==> src/rtl/forward_hazard_ctrl.sv <==
// Forwarding and hazard control: tracks destination tags through EX/MEM/WB,
// drives the EX operand mux selects and requests stalls on unresolvable hazards.
`ifndef FORW_SEL_FROM_ID
`define FORW_SEL_FROM_ID  2'b00
`define FORW_SEL_FROM_MEM 2'b01
`define FORW_SEL_FROM_WB  2'b10
`endif

module forward_hazard_ctrl #(
  parameter int REG_ADDR_W = 4,
  parameter int CNT_W      = 16
) (
  input  logic                  clk,
  input  logic                  rst,
  input  logic                  forward_en,
  input  logic                  freeze,
  input  logic                  flush,
  input  logic                  id_valid,
  input  logic [REG_ADDR_W-1:0] id_src1,
  input  logic [REG_ADDR_W-1:0] id_src2,
  input  logic                  id_two_src,
  input  logic [REG_ADDR_W-1:0] id_dest,
  input  logic                  id_wb_en,
  input  logic                  id_mem_read,
  output logic [1:0]            sel_src1,
  output logic [1:0]            sel_src2,
  output logic                  hazard,
  output logic [CNT_W-1:0]      stall_cnt
);

  typedef struct packed {
    logic                  valid;
    logic [REG_ADDR_W-1:0] src1;
    logic [REG_ADDR_W-1:0] src2;
    logic                  two_src;
    logic [REG_ADDR_W-1:0] dest;
    logic                  wb_en;
    logic                  mem_read;
  } stage_t;

  stage_t ex_q, mem_q, wb_q, id_rec;
  logic   fwd_ok, mem_writes, wb_writes;
  logic   ex_match, mem_match;
  logic   unused_fields;

  assign id_rec = '{valid: id_valid, src1: id_src1, src2: id_src2, two_src: id_two_src,
                    dest: id_dest, wb_en: id_wb_en, mem_read: id_mem_read};

  assign fwd_ok     = forward_en & ex_q.valid;
  assign mem_writes = mem_q.valid & mem_q.wb_en;
  assign wb_writes  = wb_q.valid & wb_q.wb_en;

  // MEM is checked first so the youngest producer wins when both stages match.
  always_comb begin
    sel_src1 = `FORW_SEL_FROM_ID;
    sel_src2 = `FORW_SEL_FROM_ID;
    if (fwd_ok && mem_writes && mem_q.dest == ex_q.src1)
      sel_src1 = `FORW_SEL_FROM_MEM;
    else if (fwd_ok && wb_writes && wb_q.dest == ex_q.src1)
      sel_src1 = `FORW_SEL_FROM_WB;
    if (fwd_ok && ex_q.two_src && mem_writes && mem_q.dest == ex_q.src2)
      sel_src2 = `FORW_SEL_FROM_MEM;
    else if (fwd_ok && ex_q.two_src && wb_writes && wb_q.dest == ex_q.src2)
      sel_src2 = `FORW_SEL_FROM_WB;
  end

  assign ex_match  = ex_q.valid & ex_q.wb_en &
                     ((ex_q.dest == id_src1) | (id_two_src & (ex_q.dest == id_src2)));
  assign mem_match = mem_q.valid & mem_q.wb_en &
                     ((mem_q.dest == id_src1) | (id_two_src & (mem_q.dest == id_src2)));

  // WB writes the register file on the opposite edge, so it never stalls.
  assign hazard = id_valid & (forward_en ? (ex_match & ex_q.mem_read)
                                         : (ex_match | mem_match));

  always_ff @(posedge clk) begin
    if (rst) begin
      ex_q      <= '0;
      mem_q     <= '0;
      wb_q      <= '0;
      stall_cnt <= '0;
    end else if (!freeze) begin
      wb_q  <= mem_q;
      mem_q <= ex_q;
      ex_q  <= (flush || hazard) ? '0 : id_rec;
      if (hazard && stall_cnt != '1)
        stall_cnt <= stall_cnt + CNT_W'(1);
    end
  end

  // Later-stage records keep every field; only dest/wb_en/valid are consumed there.
  assign unused_fields = ^{mem_q.src1, mem_q.src2, mem_q.two_src, mem_q.mem_read,
                           wb_q.src1, wb_q.src2, wb_q.two_src, wb_q.mem_read};

endmodule
==> config.mk <==
export PLATFORM = sky130hd
export DESIGN_NAME = forward_hazard_ctrl
export DESIGN_NICKNAME = d
export VERILOG_FILES = /design/src/rtl/forward_hazard_ctrl.sv
export SDC_FILE = /design/constraint.sdc
export NUM_CORES = 1
export LEC_CHECK = 0
export CELL_PAD_IN_SITES_DETAIL_PLACEMENT = 1
export CELL_PAD_IN_SITES_GLOBAL_PLACEMENT = 1
export CORE_MARGIN = 2
export CORE_UTILIZATION = 30
export DETAILED_ROUTE_END_ITERATION = 16
export PLACE_DENSITY_LB_ADDON = 0.1
export SLEW_MARGIN = 15
export SYNTH_ARGS = -nofsm -noshare
export SYNTH_HDL_FRONTEND = slang
export SYNTH_SLANG_ARGS = --single-unit
==> constraint.sdc <==
create_clock -name clk -period 2.5 [get_ports clk]
set_input_delay 0.5 -clock clk [delete_from_list [all_inputs] [get_ports clk]]
set_output_delay 0.5 -clock clk [all_outputs]
set_load 0.05 [all_outputs]
==> results of run 1 <==
==> per-layer routing <==
metal / global-route usage, % / routed length, um / vias up
met5: 0 / 0 / -
met4: 5.292 / 78 / 0
met3: 2.285 / 166 / 7
met2: 22.19 / 2556 / 30
met1: 23.25 / 3169 / 953
li1: - / - / 970
==> area by class of cell <==
class	instances	share of cell area, %
inverter	5	0.6247
clock inverter	2	0.4998
tap	99	4.123
sequential	44	29.32
timing repair buffer	58	20.45
multi-input combinational	176	42.23
clock buffer	6	2.749
==> worst min-delay path, stage by stage (launching register included) <==
cell     delay, ns
dfxtp_1       0.34
mux2i_1       0.07
nor2_1        0.07
==> flip-flops by register name (all words and copies together), names as in the netlist <==
register	flops
wb_q	6
mem_q	6
stall_cnt	16
ex_q	16
==> per-stage QoR <==
| step | hold slack (ns) | setup WS (ns) |
|---|---|---|
| floorplan | 0.4554 | -0.04849 |
| global placement | 0.4750 | -0.1624 |
| detailed placement | 0.4809 | -0.2162 |
| CTS | 0.5097 | 0.007696 |
| global route | 0.5297 | 0.001819 |
| finish | 0.5050 | 0.07620 |
==> final timing paths <==
kind	to	slack, ns	cells past startpoint
hold / removal	wb_q[1]	0.51	2
setup / recovery	sel_src1[1]	0.08	5
hold reg to reg	wb_q[1]	0.51	2
setup reg to reg	stall_cnt[5]	0.26	7
==> what timing repair did <==
item | CTS | global route
resized for setup | 4 | 7
setup endpoints to repair | 1 | 3
endpoints found under the hold margin | 0 | 0
pin swaps | 2 | 3
setup buffers | 1 | 0
==> power by group <==
group          switching (mW)  total, mW  internal [mW]
combinational          0.0638      0.136         0.0717
clock                   0.267      0.491          0.224
sequential             0.0162      0.730          0.713
==> logic make-up after synthesis <==
logic type	after synthesis	share of synthesized area, %
AOI/OAI and AO/OA	54	16.76
xor gates and xnor gates	32	12.73
adders and majority gates	1	0.5681
buffers and inverters	21	4.660
DFF	44	40.00
muxes	12	5.455
and+or+nand+nor	77	19.83
==> layout by cell type, fill, tap and decap left out, types with 2 or more instances in the layout <==
master           netlist  final
dfxtp_1               44     44
clkdlybuf4s50_1        0     31
xnor2_1               19     18
nor2_1                17     17
a22o_1                15     15
a21oi_1               15     15
buf_4                  1     15
xor2_1                13     13
mux2i_1               12     12
nand3_1               11     11
o21ai_0               11     10
or3_1                  9      9
nand2_1                7      7
o31ai_1                7      7
or4_1                  7      7
buf_12                 0      7
clkbuf_8               0      6
inv_1                  5      5
nand4_1                5      5
and2_1                 4      4
nor2b_1                3      3
dlygate4sd2_1          0      3
and3_1                 2      2
nor4_4                 0      2
clkinvlp_4             0      2
dlymetal6s2s_1         0      2
==> results.json, run 1 <==
{
  "status": "complete, no violations",
  "stdcell_area_um2": 3004,
  "path_clk_slew_ns": 0.09,
  "drv_slew": 0,
  "grt_use_total_pct": 15.42,
  "ctsRootBufferMaster": "clkbuf_8",
  "finalCritPeriodShare_pct": 96.95,
  "drive_above_1_share_pct": 14.09,
  "antenna_found_initial": 0,
  "netlist_area_um2": 2202,
  "path_delay_family": "simple AND/OR/NAND/NOR gates",
  "nets": 312,
  "gp_congestion": 0.7311,
  "regArea_um2": 880.8,
  "rsz0062_at_grt": "no",
  "antenna_left": 0,
  "relSlewSlack_pct": 59.43,
  "avgSynthCellArea_um2": 9.137,
  "yosysMostFrequentCell": "dfxtp_1",
  "min-delay-start": "wb_q[1]",
  "required_ns": 2.00,
  "wl_um": 5970,
  "ys_ff_latch": 44,
  "min_path_type": "reg -> reg",
  "wl_per_cell_um": 15.31,
  "syn_inst": 241,
  "path_buf_inv": 2,
  "start_util_pct": 30.69,
  "grt_max_degree": 30,
  "via_per_inst": 5.026,
  "yosys_warnings": 0,
  "io_buffers": 41,
  "numCtsBuffers": 5,
  "drt_iter0_drc": 36,
  "synth_edf_count": 0,
  "grt_pass1_vias": 1821,
  "cp_slowest_stage_delay_ns": 0.52,
  "area_delta_synth_final_pct": 36.42,
  "start_kind": "input pin",
  "placed_cells": 381,
  "setup_viol": 0,
  "total_power_mw": 1.356,
  "worstSetupStartpoint": "forward_en",
  "core_um2": 7176,
  "final_cells": 390,
  "finClkSkew_ns": 0.008756,
  "cts_hold_buf": 0,
  "finish.utilization_pct": 41.87,
  "clkLatencyLatePin_ns": 0.30,
  "num_io_pins": 42,
  "grt_pass1_wl_um": 9473,
  "hold_viol_final": 0,
  "cp_max_fo": 4,
  "die_h_um": 89.68,
  "crit_slowest_cell": "clkdlybuf4s50_1",
  "maxCapViolations": 0,
  "drc": 0,
  "dpl_cell_area_um2": 2865,
  "synth-async-reset-ratio_pct": 0,
  "cts_tree": "done",
  "diodes": 0,
  "synth-seq-area-share_pct": 40.00,
  "synth_top_area_share_pct": 40.00,
  "setup_tns_ns": 0,
  "peakVddDrop_uv": 184.3,
  "fmax_mhz": 412.6,
  "yosys-top-cells-count": "dfxtp_1, xnor2_1, nor2_1",
  "arrival_ns": 1.92,
  "yosysUniqueCellTypes": 38,
  "tightestPinTransition_ns": 0.6084,
  "synth.largest_area_cell": "dfxtp_1",
  "dieArea_um2": 8042,
  "multi_input_area_um2": 1269,
  "grt_overflow": 0,
  "fill_cells": 836,
  "rr_startpoint": "mem_q[5]",
  "row_count": 31,
  "synthFlopType": "dfxtp_1",
  "crit_type": "in -> out",
  "synthTopCellsByArea": "dfxtp_1, xnor2_1, a22o_1, mux2i_1, xor2_1",
  "synthesis.nets": 263,
  "worstSetupEndpointType": "output pin",
  "cts_sinks": 44,
  "leakagePower_nw": 1.100,
  "vias": 1960,
  "crit_chain": "clkdlybuf4s50_1, and4_2, nand3_1, nor4_4, buf_12",
  "hpwlAfterDp_um": 4363,
  "cts_max_path_buffers": 2,
  "min_period_ns": 2.424,
  "first_pass_iters": 4,
  "p_per_area_nw_per_um2": 451.4,
  "cts_max_level": 2,
  "die_w_um": 89.68
}
No activity file was read; power rests on OpenSTA's default activity.
==> run 2: changes to the inputs <==
--- a/config.mk
+++ b/config.mk
@@ -10,7 +10,9 @@
 export CORE_MARGIN = 2
 export CORE_UTILIZATION = 30
 export DETAILED_ROUTE_END_ITERATION = 16
+export HOLD_SLACK_MARGIN = 0.02
 export PLACE_DENSITY_LB_ADDON = 0.1
+export SKIP_CTS_REPAIR_TIMING = 1
 export SLEW_MARGIN = 15
 export SYNTH_ARGS = -nofsm -noshare
 export SYNTH_HDL_FRONTEND = slang
==> run 2 against run 1 <==
- sequential cell count unchanged
- cell count decreased by 0.26%
- critical path type unchanged
- clock power about the same
- first-iteration DRC count grew 33%
- power rose by 0.39%
- final area increased by 0.42%
- maximum frequency decreased by 0.44%
==> results.json, run 2 (same netlist as run 1, synthesis figures left out) <==
{
  "io_buffers": 41,
  "hpwlAfterDp_um": 4363,
  "ff2ff_path_depth": 6,
  "placed_cells": 381,
  "antenna_left": 0,
  "path_buf_inv": 3,
  "cts_max_level": 2,
  "finalCritPeriodShare_pct": 97.38,
  "final_common_cell": "dfxtp_1",
  "setup_viol": 0,
  "worstSetupEndpointType": "output pin",
  "drive_above_1_share_pct": 14.14,
  "crit_slowest_cell": "clkdlybuf4s50_1",
  "num_io_pins": 42,
  "start_util_pct": 30.69,
  "grt_pass1_wl_um": 9473,
  "nets": 311,
  "status": "complete, no violations",
  "core_um2": 7176,
  "hold_viol_final": 0,
  "holdPathEnd": "wb_q[1]",
  "drv_slew": 0,
  "die_w_um": 89.68,
  "dieArea_um2": 8042,
  "cp_slowest_stage_delay_ns": 0.47,
  "diodes": 0,
  "tightestPinTransition_ns": 0.6023,
  "top_regs": "ex_q: 16 flops, stall_cnt: 16 flops",
  "whs_path_depth": 2,
  "final_cells": 389,
  "ctsRootBufferMaster": "clkbuf_8",
  "grt_use_total_pct": 15.42,
  "peakVddDrop_uv": 186.1,
  "final_cell_mix": "dfxtp_1, clkdlybuf4s50_1, xnor2_1",
  "grt_max_degree": 30,
  "min_path_type": "reg -> reg",
  "cts_max_path_buffers": 2,
  "finClkSkew_ns": 0.009924,
  "multi_input_area_um2": 1280,
  "row_count": 31,
  "crit_type": "in -> out",
  "finish.utilization_pct": 42.04,
  "rr_startpoint": "mem_q[4]",
  "numCtsBuffers": 5,
  "p_per_area_nw_per_um2": 451.3,
  "vias": 1951,
  "maxCapViolations": 0,
  "arrival_ns": 1.93,
  "first_pass_iters": 4,
  "r2r_end": "stall_cnt[5]",
  "drc": 0,
  "wl_per_cell_um": 15.44,
  "drt_iter0_drc": 48,
  "r2r_setup_slack_ns": 0.27,
  "regArea_um2": 880.8,
  "cts_sinks": 44,
  "die_h_um": 89.68,
  "min_period_ns": 2.435,
  "hold_slack_ns": 0.5053,
  "relSlewSlack_pct": 59.84,
  "grt_overflow": 0,
  "required_ns": 2.00,
  "path_clk_slew_ns": 0.09,
  "area_delta_synth_final_pct": 36.99,
  "cts_tree": "done",
  "leakagePower_nw": 1.105,
  "grt_pass1_vias": 1823,
  "gp_congestion": 0.7311,
  "antenna_found_initial": 0,
  "cp_max_fo": 3,
  "crit_chain": "clkdlybuf4s50_1, xnor2_1, nand3_2, o2bb2ai_4, o21ai_1, inv_1, buf_12",
  "start_kind": "input pin",
  "fmax_mhz": 410.8,
  "path_delay_family": "buffers and inverters",
  "min-delay-start": "wb_q[1]",
  "via_per_inst": 5.015,
  "clkLatencyLatePin_ns": 0.30,
  "wl_um": 6007,
  "fill_cells": 835
}
-- run 2: how the worst max path moves through the flow --
stage,end,cells after the start,from,slack [ns]
after floorplan,sel_src1[1],4,forward_en,-0.05
after global placement,stall_cnt[10],7,id_src1[2],-0.16
after detailed placement,stall_cnt[6],8,id_src1[2],-0.22
after CTS,hazard,7,id_src1[2],-0.12
after global routing,hazard,7,id_src2[0],-0.03
final,hazard,7,id_src2[0],0.07
-- run 2: stage by stage --
stage	TNS, ns	worst slack [ns]	area (um2)	total power [mW]
after CTS	-0.1214	-0.1214	2963	1.373
after global placement	-3.029	-0.1624	2865	0.8805
after global routing	-0.03238	-0.03238	3017	1.415
final	0	0.06547	3017	1.361
after detailed placement	-4.143	-0.2162	2865	0.8809
after floorplan	-0.04849	-0.04849	2220	0.8123
-- run 2: power by group --
group	switching, mW	internal [mW]
logic	0.0658	0.0725
registers	0.0158	0.713
clock network	0.270	0.224
-- run 2: final cells by class --
cell class	instances	share of cell area, %
multi-input cells	176	42.43
flip-flops and latches	44	29.20
repair buffers	57	20.41
well taps	99	4.106
clock buffers	6	2.737
inverters	5	0.6221
clock inverters	2	0.4977
-- run 2: layer usage --
layer	share of wire (%)	GRT usage, %	up-vias
met5	0	0	-
met4	1.4	5.292	0
met3	2.7	2.285	8
met2	43	22.13	30
li1	-	-	967
met1	53	23.30	946
-- run 2: tightest hold or removal path: cells and delay by family (launching register included) --
family           cells  cell delay (ns)
DFF                  1             0.34
muxes                1             0.07
and+or+nand+nor      1             0.07
==> run 3: changes to the inputs <==
==> constraint.sdc (replaced) <==
create_clock -name clk -period 2.5 [get_ports clk]
set_input_delay 0.5 -clock clk [delete_from_list [all_inputs] [get_ports clk]]
set_output_delay 0.5 -clock clk [all_outputs]
set_load 0.02 [all_outputs]
==> run 3 against run 2 <==
- wire length fell by 2.0%
- combinational power fell by 7%
- via count fell by 2.8%
- non-clock buffer count fell by 2
- power rose by 3.8%
==> results.json, run 3 (same netlist as run 1, synthesis figures left out) <==
{
  "wl_met1_um": 3148,
  "highest_layer": "met4",
  "start_util_pct": 30.69,
  "rsz0062_at_grt": "yes",
  "setup_tns_ns": 0,
  "cts_sinks": 44,
  "grt_pass1_wl_um": 9377,
  "finish.utilization_pct": 40.45,
  "cp_max_fo": 3,
  "grt_max_degree": 21,
  "finalCritPeriodShare_pct": 97.28,
  "cts_max_path_buffers": 2,
  "min_period_ns": 2.432,
  "p_sw_mw": 0.3317,
  "worstSetupEndpointType": "output pin",
  "total_power_mw": 1.414,
  "clockPowerShare_pct": 39.2,
  "num_io_pins": 42,
  "required_ns": 2.00,
  "pwr-share-seq_pct": 51.7,
  "die_h_um": 89.68,
  "final_cells": 387,
  "hold_viol_final": 0,
  "p_per_area_nw_per_um2": 487.0,
  "clkLatencyLatePin_ns": 0.30,
  "first_pass_iters": 4,
  "min_path_type": "reg -> reg",
  "finClkSkew_ns": 0.006699,
  "nets": 309,
  "arrival_ns": 1.93,
  "setup_viol": 0,
  "grt_use_total_pct": 15.24,
  "drt_iter0_drc": 52,
  "relSlewSlack_pct": 73.37,
  "dieArea_um2": 8042,
  "cts_max_level": 2,
  "io_buffers": 41,
  "diodes": 0,
  "fmax_mhz": 411.2,
  "die_w_um": 89.68,
  "placed_cells": 379,
  "route.met3.wl_um": 174,
  "cts_tree": "done",
  "ctsRootBufferMaster": "clkbuf_8",
  "area_delta_synth_final_pct": 31.82,
  "start_kind": "input pin",
  "grt_pass1_vias": 1901,
  "comb_power_share_pct": 9.1,
  "drive_above_1_share_pct": 10.07,
  "final_cell_mix": "dfxtp_1, clkdlybuf4s50_1, xnor2_1",
  "drv_slew": 0,
  "maxCapViolations": 0,
  "wl_um": 5888,
  "row_count": 31,
  "antenna_found_initial": 0,
  "top_regs": "ex_q: 16 flops, stall_cnt: 16 flops",
  "wl_met2_um": 2519,
  "p_int_mw": 1.082,
  "tightestPinTransition_ns": 0.3982,
  "vias": 1896,
  "via_per_inst": 4.899,
  "p_sw_share_pct": 23.46,
  "wl_per_cell_um": 15.21,
  "status": "complete, no violations",
  "drc": 0,
  "path_clk_slew_ns": 0.08,
  "final_common_cell": "dfxtp_1",
  "crit_type": "in -> out",
  "peakVddDrop_uv": 219.7,
  "numCtsBuffers": 5,
  "gp_congestion": 0.7506,
  "antenna_left": 0,
  "leakagePower_nw": 1.139,
  "hpwlAfterDp_um": 4385,
  "core_um2": 7176,
  "grt_overflow": 0
}
==> run 3: area by class of cell <==
type | count | area (um2)
multi-input cells | 176 | 1219
flip-flops and latches | 44 | 883.3
inverters | 5 | 18.77
clock buffers | 6 | 72.57
clock inverters | 2 | 35.03
fillers | 855 | 4273
repair buffers | 55 | 550.5
well taps | 99 | 123.9
==> run 3: worst paths after layout <==
kind	startpoint	end	slack [ns]	cells after the start
max	id_src1[3]	hazard	0.07	7
min	stall_cnt[12]	stall_cnt[12]	0.50	2
max reg2reg	mem_q[5]	stall_cnt[14]	0.33	9
min reg2reg	stall_cnt[12]	stall_cnt[12]	0.50	2
==> run 3: critical path, cell delays in order <==
cell             delay (ns)
clkdlybuf4s50_1        0.57
xnor2_1                0.15
nand4_1                0.11
o22ai_1                0.21
o21ai_0                0.16
inv_1                  0.07
clkbuf_2               0.16
==> run 3: routing by layer <==
metal  GRT usage [%]  vias to the layer above
li1                -                      966
met1           21.65                      897
met2           23.20                       29
met3           4.296                        4
met4           2.849                        0
met5               0                        -
==> run 3: power by group through the flow <==
stage,clock (mW),combinational (mW),sequential [mW]
global placement,0,0.130,0.747
floorplan,0,0.0717,0.740
CTS,0.576,0.131,0.730
global route,0.611,0.140,0.733
detailed placement,0,0.131,0.747
finish,0.554,0.129,0.730
==> run 3: per-stage QoR <==
step | setup slack [ns] | area [um2] | hold WS, ns
4_1_cts | -0.4535 | 2890 | 0.5089
5_1_grt | -0.07190 | 2903 | 0.5454
2_1_floorplan | 0.2606 | 2202 | 0.4554
6_report | 0.06800 | 2903 | 0.5041
3_3_place_gp | -0.4324 | 2783 | 0.4772
3_5_place_dp | -0.4535 | 2783 | 0.4946
